`config.mk`:
```
export PLATFORM = sky130hd
export DESIGN_NAME = rcv_control_fsm
export DESIGN_NICKNAME = d
export VERILOG_FILES = /design/src/rtl/rcv_control_fsm.sv
export SDC_FILE = /design/constraint.sdc
export NUM_CORES = 1
export LEC_CHECK = 0
export CAP_MARGIN = 20
export CORE_MARGIN = 5
export CORE_UTILIZATION = 50
export DETAILED_ROUTE_END_ITERATION = 16
export GPL_TIMING_DRIVEN = 0
export PLACE_DENSITY = 0.78
export SLEW_MARGIN = 10
export SYNTH_ARGS = -nofsm -noshare
export SYNTH_HDL_FRONTEND = slang
export SYNTH_SLANG_ARGS = --single-unit
```
`constraint.sdc`:
```
create_clock -name clk -period 2.1 [get_ports clk]
set_input_delay 0.315 -clock clk [delete_from_list [all_inputs] [get_ports clk]]
set_output_delay 0.315 -clock clk [all_outputs]
set_load 0.05 [all_outputs]
```
`src/rtl/rcv_control_fsm.sv`:
```
// USB receiver control unit: frames packets from the bit timer strobes, checks SYNC,
// and writes received data bytes into the RX FIFO with sticky error reporting.
module rcv_control_fsm #(
    parameter logic [7:0] SYNC_BYTE  = 8'h80,
    parameter int         BITS_PER_B = 8
) (
    input  logic       clk,
    input  logic       rst,
    input  logic       d_edge,
    input  logic       eop,
    input  logic       shift_enable,
    input  logic       byte_received,
    input  logic [7:0] rcv_data,
    input  logic       rx_full,
    output logic       rcving,
    output logic       w_enable,
    output logic [7:0] rx_data,
    output logic       r_error
);

    localparam int CNT_W = $clog2(BITS_PER_B) + 1;

    typedef enum logic [3:0] {
        IDLE,
        START,
        CHK_SYNC,
        NOMATCH,
        RECEIVE,
        STORE,
        EOP_WAIT,
        EOP_WAIT_ERR,
        EIDLE
    } state_t;

    state_t           state;
    state_t           next_state;
    logic             next_error;
    logic             latch_byte;
    logic [CNT_W-1:0] bit_cnt;
    logic [7:0]       byte_q;

    always_comb begin
        next_state = state;
        next_error = r_error;
        latch_byte = 1'b0;
        case (state)
            IDLE: begin
                if (d_edge) begin
                    next_state = START;
                    next_error = 1'b0;
                end
            end
            START: begin
                if (byte_received) begin
                    next_state = CHK_SYNC;
                    latch_byte = 1'b1;
                end else if (eop) begin
                    next_state = EIDLE;
                    next_error = 1'b1;
                end
            end
            CHK_SYNC: begin
                if (byte_q == SYNC_BYTE) begin
                    next_state = RECEIVE;
                end else begin
                    next_state = NOMATCH;
                    next_error = 1'b1;
                end
            end
            NOMATCH: begin
                if (eop) next_state = EOP_WAIT_ERR;
            end
            RECEIVE: begin
                // A completed byte takes priority over an EOP seen in the same cycle.
                if (byte_received) begin
                    if (!rx_full) begin
                        next_state = STORE;
                        latch_byte = 1'b1;
                    end else begin
                        next_state = NOMATCH;
                        next_error = 1'b1;
                    end
                end else if (eop && shift_enable) begin
                    if (bit_cnt == '0) begin
                        next_state = EOP_WAIT;
                    end else begin
                        next_state = EOP_WAIT_ERR;
                        next_error = 1'b1;
                    end
                end
            end
            STORE:        next_state = RECEIVE;
            EOP_WAIT:     if (d_edge) next_state = IDLE;
            EOP_WAIT_ERR: if (d_edge) next_state = EIDLE;
            EIDLE: begin
                if (d_edge) begin
                    next_state = START;
                    next_error = 1'b0;
                end
            end
            default:      next_state = IDLE;
        endcase
    end

    always_ff @(posedge clk) begin
        if (rst) begin
            state    <= IDLE;
            rcving   <= 1'b0;
            w_enable <= 1'b0;
            rx_data  <= 8'h00;
            r_error  <= 1'b0;
            bit_cnt  <= '0;
        end else begin
            state    <= next_state;
            rcving   <= next_state inside {START, CHK_SYNC, NOMATCH, RECEIVE, STORE};
            w_enable <= (state == STORE);
            r_error  <= next_error;
            if (state == STORE) rx_data <= byte_q;
            if (byte_received || state == IDLE || state == EIDLE)
                bit_cnt <= '0;
            else if (shift_enable && rcving)
                bit_cnt <= bit_cnt + CNT_W'(1);
        end
    end

    // Holding register for the byte under test; only meaningful once byte_received has fired.
    always_ff @(posedge clk) begin
        if (latch_byte) byte_q <= rcv_data;
    end

endmodule

```
# Word level (Yosys, flattened, before mapping)
# Index checks and enable logic that the tools add are counted.
[op_classes] add_sub_neg=1 multipliers=0 div_mod_pow=0 order_cmp=0 eq_ne=21 n_shift=0 mux=25 bitwise=0 n_reduce_logical=11
[ops] op="4-bit two-way mux" count=8
[ops] op="4-bit case mux with 8 select lines" count=1
[ops] op="4-bit by 3-bit equality test with 1-bit output (second input constant)" count=6
[ops] op="4-bit by 2-bit equality test with 1-bit output (second input constant)" count=4
[ops] op="1-bit two-way mux" count=12
[ops] op="3-bit inequality test (second input constant)" count=3
[ops] op="4-bit by 1-bit equality test with 1-bit output (second input constant)" count=2
[ops] op="8-bit equality test (second input constant)" count=1
[ops] op="4-bit logical NOT" count=2
[ops] op="8-bit AND reduction" count=1
[ops] op="3-bit two-way mux" count=2
[ops] op="2-bit inequality test (second input constant)" count=3
[ops] op="5-bit nonzero test" count=1
[ops] op="4-bit by 1-bit adder with 4-bit output (second input constant)" count=1
[ops] op="4-bit equality test (second input constant)" count=1
[ops] op="1-bit case mux with 4 select lines" count=1
[ops] op="4-bit nonzero test" count=1
[ops] op="2-bit OR reduction" count=2
[ops] op="1-bit logical AND" count=2
[ops] op="1-bit logical OR" count=2
[ops] op="2-bit by 1-bit inequality test with 1-bit output (second input constant)" count=1
[ops] op="1-bit case mux with 2 select lines" count=1
[totals] regBits=27 latchBits=0 ram_bits=0 mem_bits_ro=0 input_bits=15 out_inout_bits=11 word_cells=65 memories=0

# Longest topological paths before layout
# Gate-level depths: netlist of run 1.
[logic_depth] word_depth=7 mapped_depth=6 mapped_depth_nobuf=6

# Worst setup path before layout of run 1
# OpenSTA, ideal clock, no wires.
[synth_path] path_kind="reg-to-reg" from="register state[0]" to="register byte_q[0] (enable)" setup_ps=370 arrival_time_ps=1366 required_ps=1730 path_slack_ps=363 path_stages_with_launch=4 path_buffers=0 synth_period_minus_slack_ps=1737 cell_sequence="dfxtp_1 -> or3b_1 -> a211o_1 -> nor2_1"
[synth_between] elab_chain_len=2 word_cells_on_any_way=3 cone_classes="eq/ne: 2; mux: 1"
[synth_lines] element="from (decl)" line_no="35" text="state_t state;"
[synth_lines] element="from (signal assigned)" line_no="114" text="state <= next_state;"
[synth_lines] element="4-bit by 3-bit equality test with 1-bit output / 4-bit by 1-bit equality test with 1-bit output (equally long branches)" line_no="46" text="case (state)"
[synth_lines] element="1-bit case mux with 2 select lines *" line_no="46"
[synth_lines] element="named net latch_byte" line_no="38" text="logic latch_byte;"
[synth_lines] element="to (signal assigned)" line_no="128" text="if (latch_byte) byte_q <= rcv_data;"
[synth_lines] element="to (decl)" line_no="40" text="logic [7:0] byte_q;"
# The timed path passes the listed nets; every way through them passes the cells marked *.
# A chain may end at the register's enable or synchronous reset.

# Worst setup path in the final report of run 1
[layout_path] from="register state[2]" to="register byte_q[3] (enable)"
# The elaborated chain is that of the path after synthesis.

==> flow_summary.json, run 1 <==
{
  "p_comb_frac": 0.176,
  "synth-xor-area-share": 0.0138,
  "synth_top_cell_area_share": 0.299,
  "cp.arrival_ns": 1.93,
  "final_layout_size_suffix_gt1_frac": 0.102,
  "clk_latency_ns": 0.32,
  "setup_violations": 0,
  "via_count": 1083,
  "dr_wl_met2_um": 1340,
  "critPathCaptureType": "register",
  "die_area_um2": 3650,
  "syn_inst": 130,
  "synth_top_cell_by_area": "dfxtp_1",
  "max_freq_ghz": 0.512,
  "critPathRequiredTime_ns": 2.08,
  "crit_type": "reg -> reg",
  "portBuffers": 23,
  "leakagePower_nw": 0.525,
  "layout_commonest_cell": "clkdlybuf4s50_1",
  "internal_power_mw": 0.704,
  "first_iter_violations": 39,
  "track_usage": 0.160,
  "stdcell_count": 187,
  "grt_max_degree": 16,
  "slew-limit-headroom": 0.567,
  "highest_layer": "met4",
  "period_minus_slack_ns": 1.95,
  "synthesis.nets": 147,
  "path_clk_slew_ns": 0.14,
  "via_per_inst": 5.79,
  "final_core_util": 0.638,
  "power_density_nw_per_um2": 612,
  "cap_violations": 0,
  "finalMaxSlewViolations": 0,
  "cts-buffers-inserted": 3,
  "die_w_um": 60.4,
  "seq_power_share": 0.598,
  "ys_warn_count": 0,
  "syn-mean-instance-area_um2": 9.78,
  "cts-htree-levels": 1,
  "power_switching_mw": 0.256,
  "nFillCells": 215,
  "firstDrtPassIters": 4,
  "coreArea_um2": 2450,
  "synthTopCellsByArea": "dfxtp_1, edfxtp_1, nand2_1",
  "synth_area_um2": 1270,
  "tightest_slew_ns": 0.647,
  "overflow": 0,
  "antenna_found_initial": 0,
  "synthDistinctLibCells": 43,
  "fin_nets": 175,
  "cts-resized-gates": 0,
  "cts_sinks": 27,
  "ir_drop_mv": 0.498,
  "synth_fa_ha_area_frac": 0.0197,
  "start_kind": "register",
  "grt_setup_unrepaired": "no",
  "cts_hold_buf": 0,
  "areaGrowthSynthToFinish_pct": 23.2,
  "clock_skew_ns": 0.00473,
  "n_antenna_cell": 0,
  "gp_congestion": 0.921,
  "grt_pass1_wl_um": 4350,
  "ys_ff_latch": 27,
  "setup_tns_ns": 0,
  "rrSetupSlack_ns": 0.15,
  "placed_cells": 183,
  "holdCritPathClass": "in -> reg",
  "hold_depth": 2,
  "finalWirelength_um": 2770,
  "wl_met1_um": 1210,
  "post-route-period-util": 0.930,
  "worst_r2r_path_depth": 3,
  "cts-root-buf": "clkbuf_4",
  "ios": 26,
  "clock_path_buffers": 2,
  "hold_violations": 0,
  "yosysSeqAreaShare": 0.488,
  "wl_met3_um": 188,
  "dpl.hpwl_um": 2130,
  "initial_utilization": 0.518,
  "power_mw": 0.959,
  "synth_edf_count": 8,
  "die_h_um": 60.4,
  "synth_compound_area_frac": 0.167,
  "ant_nets": 0,
  "multi_input_area_um2": 606,
  "postCtsSetupRepairBufs": 0,
  "synth_flop_cell": "dfxtp_1",
  "switching_share": 0.266,
  "final_cell_mix": "clkdlybuf4s50_1, nand2_1, dfxtp_1, a21oi_1",
  "synth_top_family_by_area": "simple AND/OR/NAND/NOR gates",
  "grt_pass1_vias": 990,
  "async_flop_share": 0,
  "pwr-share-clk": 0.226,
  "seq_area_um2": 621,
  "status": "completed",
  "synthSimpleGateAreaFrac": 0.268,
  "critPathMaxFanout": 8,
  "drt-wirelength-per-cell_um": 14.8,
  "muxShareOfSynthArea": 0.00787,
  "row_count": 18,
  "cts_tree": "done",
  "drc": 0
}
through the flow:
stage          instance area, µm²  setup slack, ns  hold WS [ns]
2_1_floorplan                1270            0.363         0.414
3_3_place_gp                 1540           -0.175         0.443
3_5_place_dp                 1540           -0.202         0.450
4_1_cts                      1570            0.162         0.381
5_1_grt                      1570           0.0610         0.411
6_report                     1570            0.148         0.389
worst max-delay path, cell delays in order, from the launching register on:
cell and delay [ns]:
dfxtp_1 0.42, or3b_1 0.36, a211o_1 0.32, nor2_1 0.51
cell type report:
class	count	area share
multi-input combinational	93	0.387
clock buffer	3	0.0144
tap	30	0.0240
buffer	7	0.0216
inverter	3	0.00719
clock inverter	1	0.00319
timing repair buffer	23	0.147
sequential	27	0.396
flip-flops by register name, indices dropped and copies added, names as in the netlist:
register  flops
w_enable      1
byte_q        8
rx_data       8
bit_cnt       4
state         4
r_error       1
rcving        1
path summary, 6_finish.rpt:
kind | start | endpoint
worst max-delay path | state[2] | byte_q[3]
worst min-delay path | rst | state[1]
worst max register to register | state[2] | byte_q[3]
worst min register to register | rx_data[1] | rx_data[1]
power groups by stage:
stage	registers [mW]	logic, mW	clock network (mW)
floorplan	0.602	0.0882	0
global placement	0.585	0.163	0
detailed placement	0.585	0.167	0
CTS	0.573	0.168	0.225
global route	0.577	0.180	0.244
finish	0.574	0.169	0.217
kinds of logic after synthesis:
| logic type | after synthesis |
|---|---|
| adders and majority gates | 2 |
| AOI/OAI and AO/OA | 30 |
| and+or+nand+nor | 58 |
| xor gates and xnor gates | 2 |
| DFF | 27 |
| buffers and inverters | 10 |
| muxes | 1 |
cells in the mapped netlist (3+ instances only):
cell      count
a21oi_1      12
buf_2         3
clkbuf_1      3
dfxtp_1      19
edfxtp_1      8
inv_1         3
nand2_1      21
nand3_1       5
nand3b_1      4
nor2_1        8
nor3_1        3
layer usage:
| layer | track usage | vias to the layer above |
|---|---|---|
| li1 | - | 531 |
| met5 | 0 | - |
| met3 | 0.0511 | 4 |
| met4 | 0.0557 | 0 |
| met1 | 0.188 | 508 |
| met2 | 0.276 | 40 |
No activity file was read; power rests on OpenSTA's default activity.
==> inputs of run 2 (changes only) <==
--- a/config.mk
+++ b/config.mk
@@ -5,11 +5,13 @@
 export SDC_FILE = /design/constraint.sdc
 export NUM_CORES = 1
 export LEC_CHECK = 0
+export ABC_AREA = 1
 export CAP_MARGIN = 20
 export CORE_MARGIN = 5
 export CORE_UTILIZATION = 50
 export DETAILED_ROUTE_END_ITERATION = 16
 export GPL_TIMING_DRIVEN = 0
+export MAX_ROUTING_LAYER = met4
 export PLACE_DENSITY = 0.78
 export SLEW_MARGIN = 10
 export SYNTH_ARGS = -nofsm -noshare
==> flow_summary.json, run 2 <==
{
  "synth_edf_count": 8,
  "layout_setup_ws_ns": 0.259,
  "initial_utilization": 0.521,
  "start_kind": "register",
  "fin_nets": 213,
  "row_count": 18,
  "cp_cell_sequence": "clkdlybuf4s50_1",
  "power_density_nw_per_um2": 640,
  "cts-resized-gates": 0,
  "clk_latency_ns": 0.32,
  "hold_violations": 0,
  "status": "completed",
  "cts-buffers-inserted": 3,
  "cp.arrival_ns": 1.53,
  "synthesis.nets": 183,
  "grt_max_degree": 17,
  "die_h_um": 60.8,
  "synth_common_cells": "nand2_1, inv_1, nor2_1, dfxtp_1, nand3_1",
  "via_per_inst": 5.20,
  "critPathRequiredTime_ns": 1.78,
  "die_area_um2": 3700,
  "leakagePower_nw": 0.686,
  "slowest_stage": "clkdlybuf4s50_1",
  "reg.largest.list": "byte_q: 8 flops, rx_data: 8 flops",
  "drc": 0,
  "final_layout_size_suffix_gt1_frac": 0.133,
  "final_core_util": 0.649,
  "track_usage": 0.168,
  "cts-root-buf": "clkbuf_4",
  "layout_commonest_cell": "nand2_1",
  "portBuffers": 25,
  "synthDistinctLibCells": 25,
  "ant_nets": 0,
  "synth-xor-area-share": 0.0136,
  "muxShareOfSynthArea": 0,
  "synth_top_cell_area_share": 0.295,
  "syn_inst": 166,
  "synthTopCellsByArea": "dfxtp_1, edfxtp_1, nand2_1",
  "setup_violations": 0,
  "clock_path_buffers": 2,
  "cap_violations": 0,
  "crit_type": "reg -> out",
  "synth_compound_area_frac": 0.104,
  "cts-htree-levels": 1,
  "setup_tns_ns": 0,
  "via_count": 1171,
  "grt_setup_unrepaired": "no",
  "tightest_slew_ns": 0.520,
  "synth.most_common_cell": "nand2_1",
  "areaGrowthSynthToFinish_pct": 24.6,
  "max_freq_ghz": 0.543,
  "post-route-period-util": 0.877,
  "firstDrtPassIters": 4,
  "coreArea_um2": 2480,
  "power_mw": 1.03,
  "synth_area_um2": 1290,
  "synth_top_cell_by_area": "dfxtp_1",
  "antenna_found_initial": 0,
  "holdCritPathClass": "reg -> reg",
  "ys_ff_latch": 27,
  "ys_warn_count": 0,
  "dp_slack_ns": 0.0826,
  "period_minus_slack_ns": 1.84,
  "nFillCells": 213,
  "placed_cells": 221,
  "synth_flop_cell": "dfxtp_1",
  "overflow": 0,
  "path_delay_family": "buffers and inverters",
  "die_w_um": 60.8,
  "finalWirelength_um": 2700,
  "finalMaxSlewViolations": 0,
  "cts_sinks": 27,
  "dpl.hpwl_um": 2120,
  "synth_fa_ha_area_frac": 0.0194,
  "drt-wirelength-per-cell_um": 12.0,
  "syn-mean-instance-area_um2": 7.77,
  "async_flop_share": 0,
  "cts_tree": "done",
  "worst_path_largest_cell_delay_ns": 0.81,
  "ir_drop_mv": 0.497,
  "clock_skew_ns": 0.00168,
  "critPathCaptureType": "output pin",
  "first_iter_violations": 58,
  "yosysSeqAreaShare": 0.481,
  "ios": 26,
  "synthSimpleGateAreaFrac": 0.301,
  "final_cell_mix": "nand2_1, clkdlybuf4s50_1, inv_1, nor2_1, dfxtp_1",
  "gp_congestion": 0.898,
  "n_antenna_cell": 0,
  "grt_pass1_wl_um": 4600,
  "synth_top_family_by_area": "simple AND/OR/NAND/NOR gates",
  "slew-limit-headroom": 0.654,
  "stdcell_count": 225,
  "critPathMaxFanout": 3,
  "postCtsSetupRepairBufs": 0,
  "worst-path-buf-inv": 1,
  "grt_pass1_vias": 1119,
  "path_clk_slew_ns": 0.14,
  "cts_hold_buf": 0
}
-- run 2: cell count changes after synthesis, sizes merged, moves of 3 or more --
cell    change
buf         -3
inv        +22
nand2      +16
nand3      +11
nand3b      -3
nor2       +19
nor3        -3
nor4b       -3
o21ai      +10
-- run 2: routing by layer --
| metal | up-vias | track usage | part of all wire |
|---|---|---|---|
| li1 | 586 | - | - |
| met1 | 539 | 0.211 | 0.43 |
| met2 | 44 | 0.275 | 0.50 |
| met3 | 2 | 0.0319 | 0.063 |
| met4 | 0 | 0.0464 | 0.0059 |
| met5 | - | - | 0 |
-- run 2: cell type report --
cell class	instances	area (µm²)	area share
buffer	2	11.3	0.00700
timing repair buffer	25	250	0.156
clock inverter	1	7.51	0.00467
inverter	25	93.8	0.0584
tap	30	37.5	0.0233
sequential	27	621	0.386
clock buffer	3	22.5	0.0140
multi-input combinational	112	564	0.351
-- run 2: path summary, 6_finish.rpt --
kind / start / end / slack [ns] / cells after the start
worst min-delay path: r_error / r_error / 0.46 / 2
worst max register to register: state[2] / byte_q[4] / 0.59 / 4
worst max-delay path: rcving / rcving / 0.26 / 1
worst min register to register: r_error / r_error / 0.46 / 2
-- run 2: worst min-delay path: stages (launching register included) --
cell     delay (ns)
dfxtp_1        0.34
inv_1          0.05
a21oi_1        0.05
-- run 2: cells by family (layout without fill, tap and decap cells) --
family	count (synthesis)	after routing
AND/OR/NAND/NOR	83	83
buffers and inverters	27	56
adder cells (fa/ha/maj)	2	2
AO/OA/AOI/OAI	25	25
XOR/XNOR	2	2
flip-flops	27	27
-- run 2: where the power goes --
group | internal (mW) | switching (mW) | total [mW]
Clock | 0.0729 | 0.155 | 0.228
Combinational | 0.0813 | 0.138 | 0.220
Sequential | 0.564 | 0.0173 | 0.581
-- run 2: through the flow --
step                area [µm²]  hold slack, ns
global placement          1580           0.441
CTS                       1610           0.466
finish                    1610           0.464
detailed placement        1580           0.446
floorplan                 1290           0.384
global route              1610           0.482
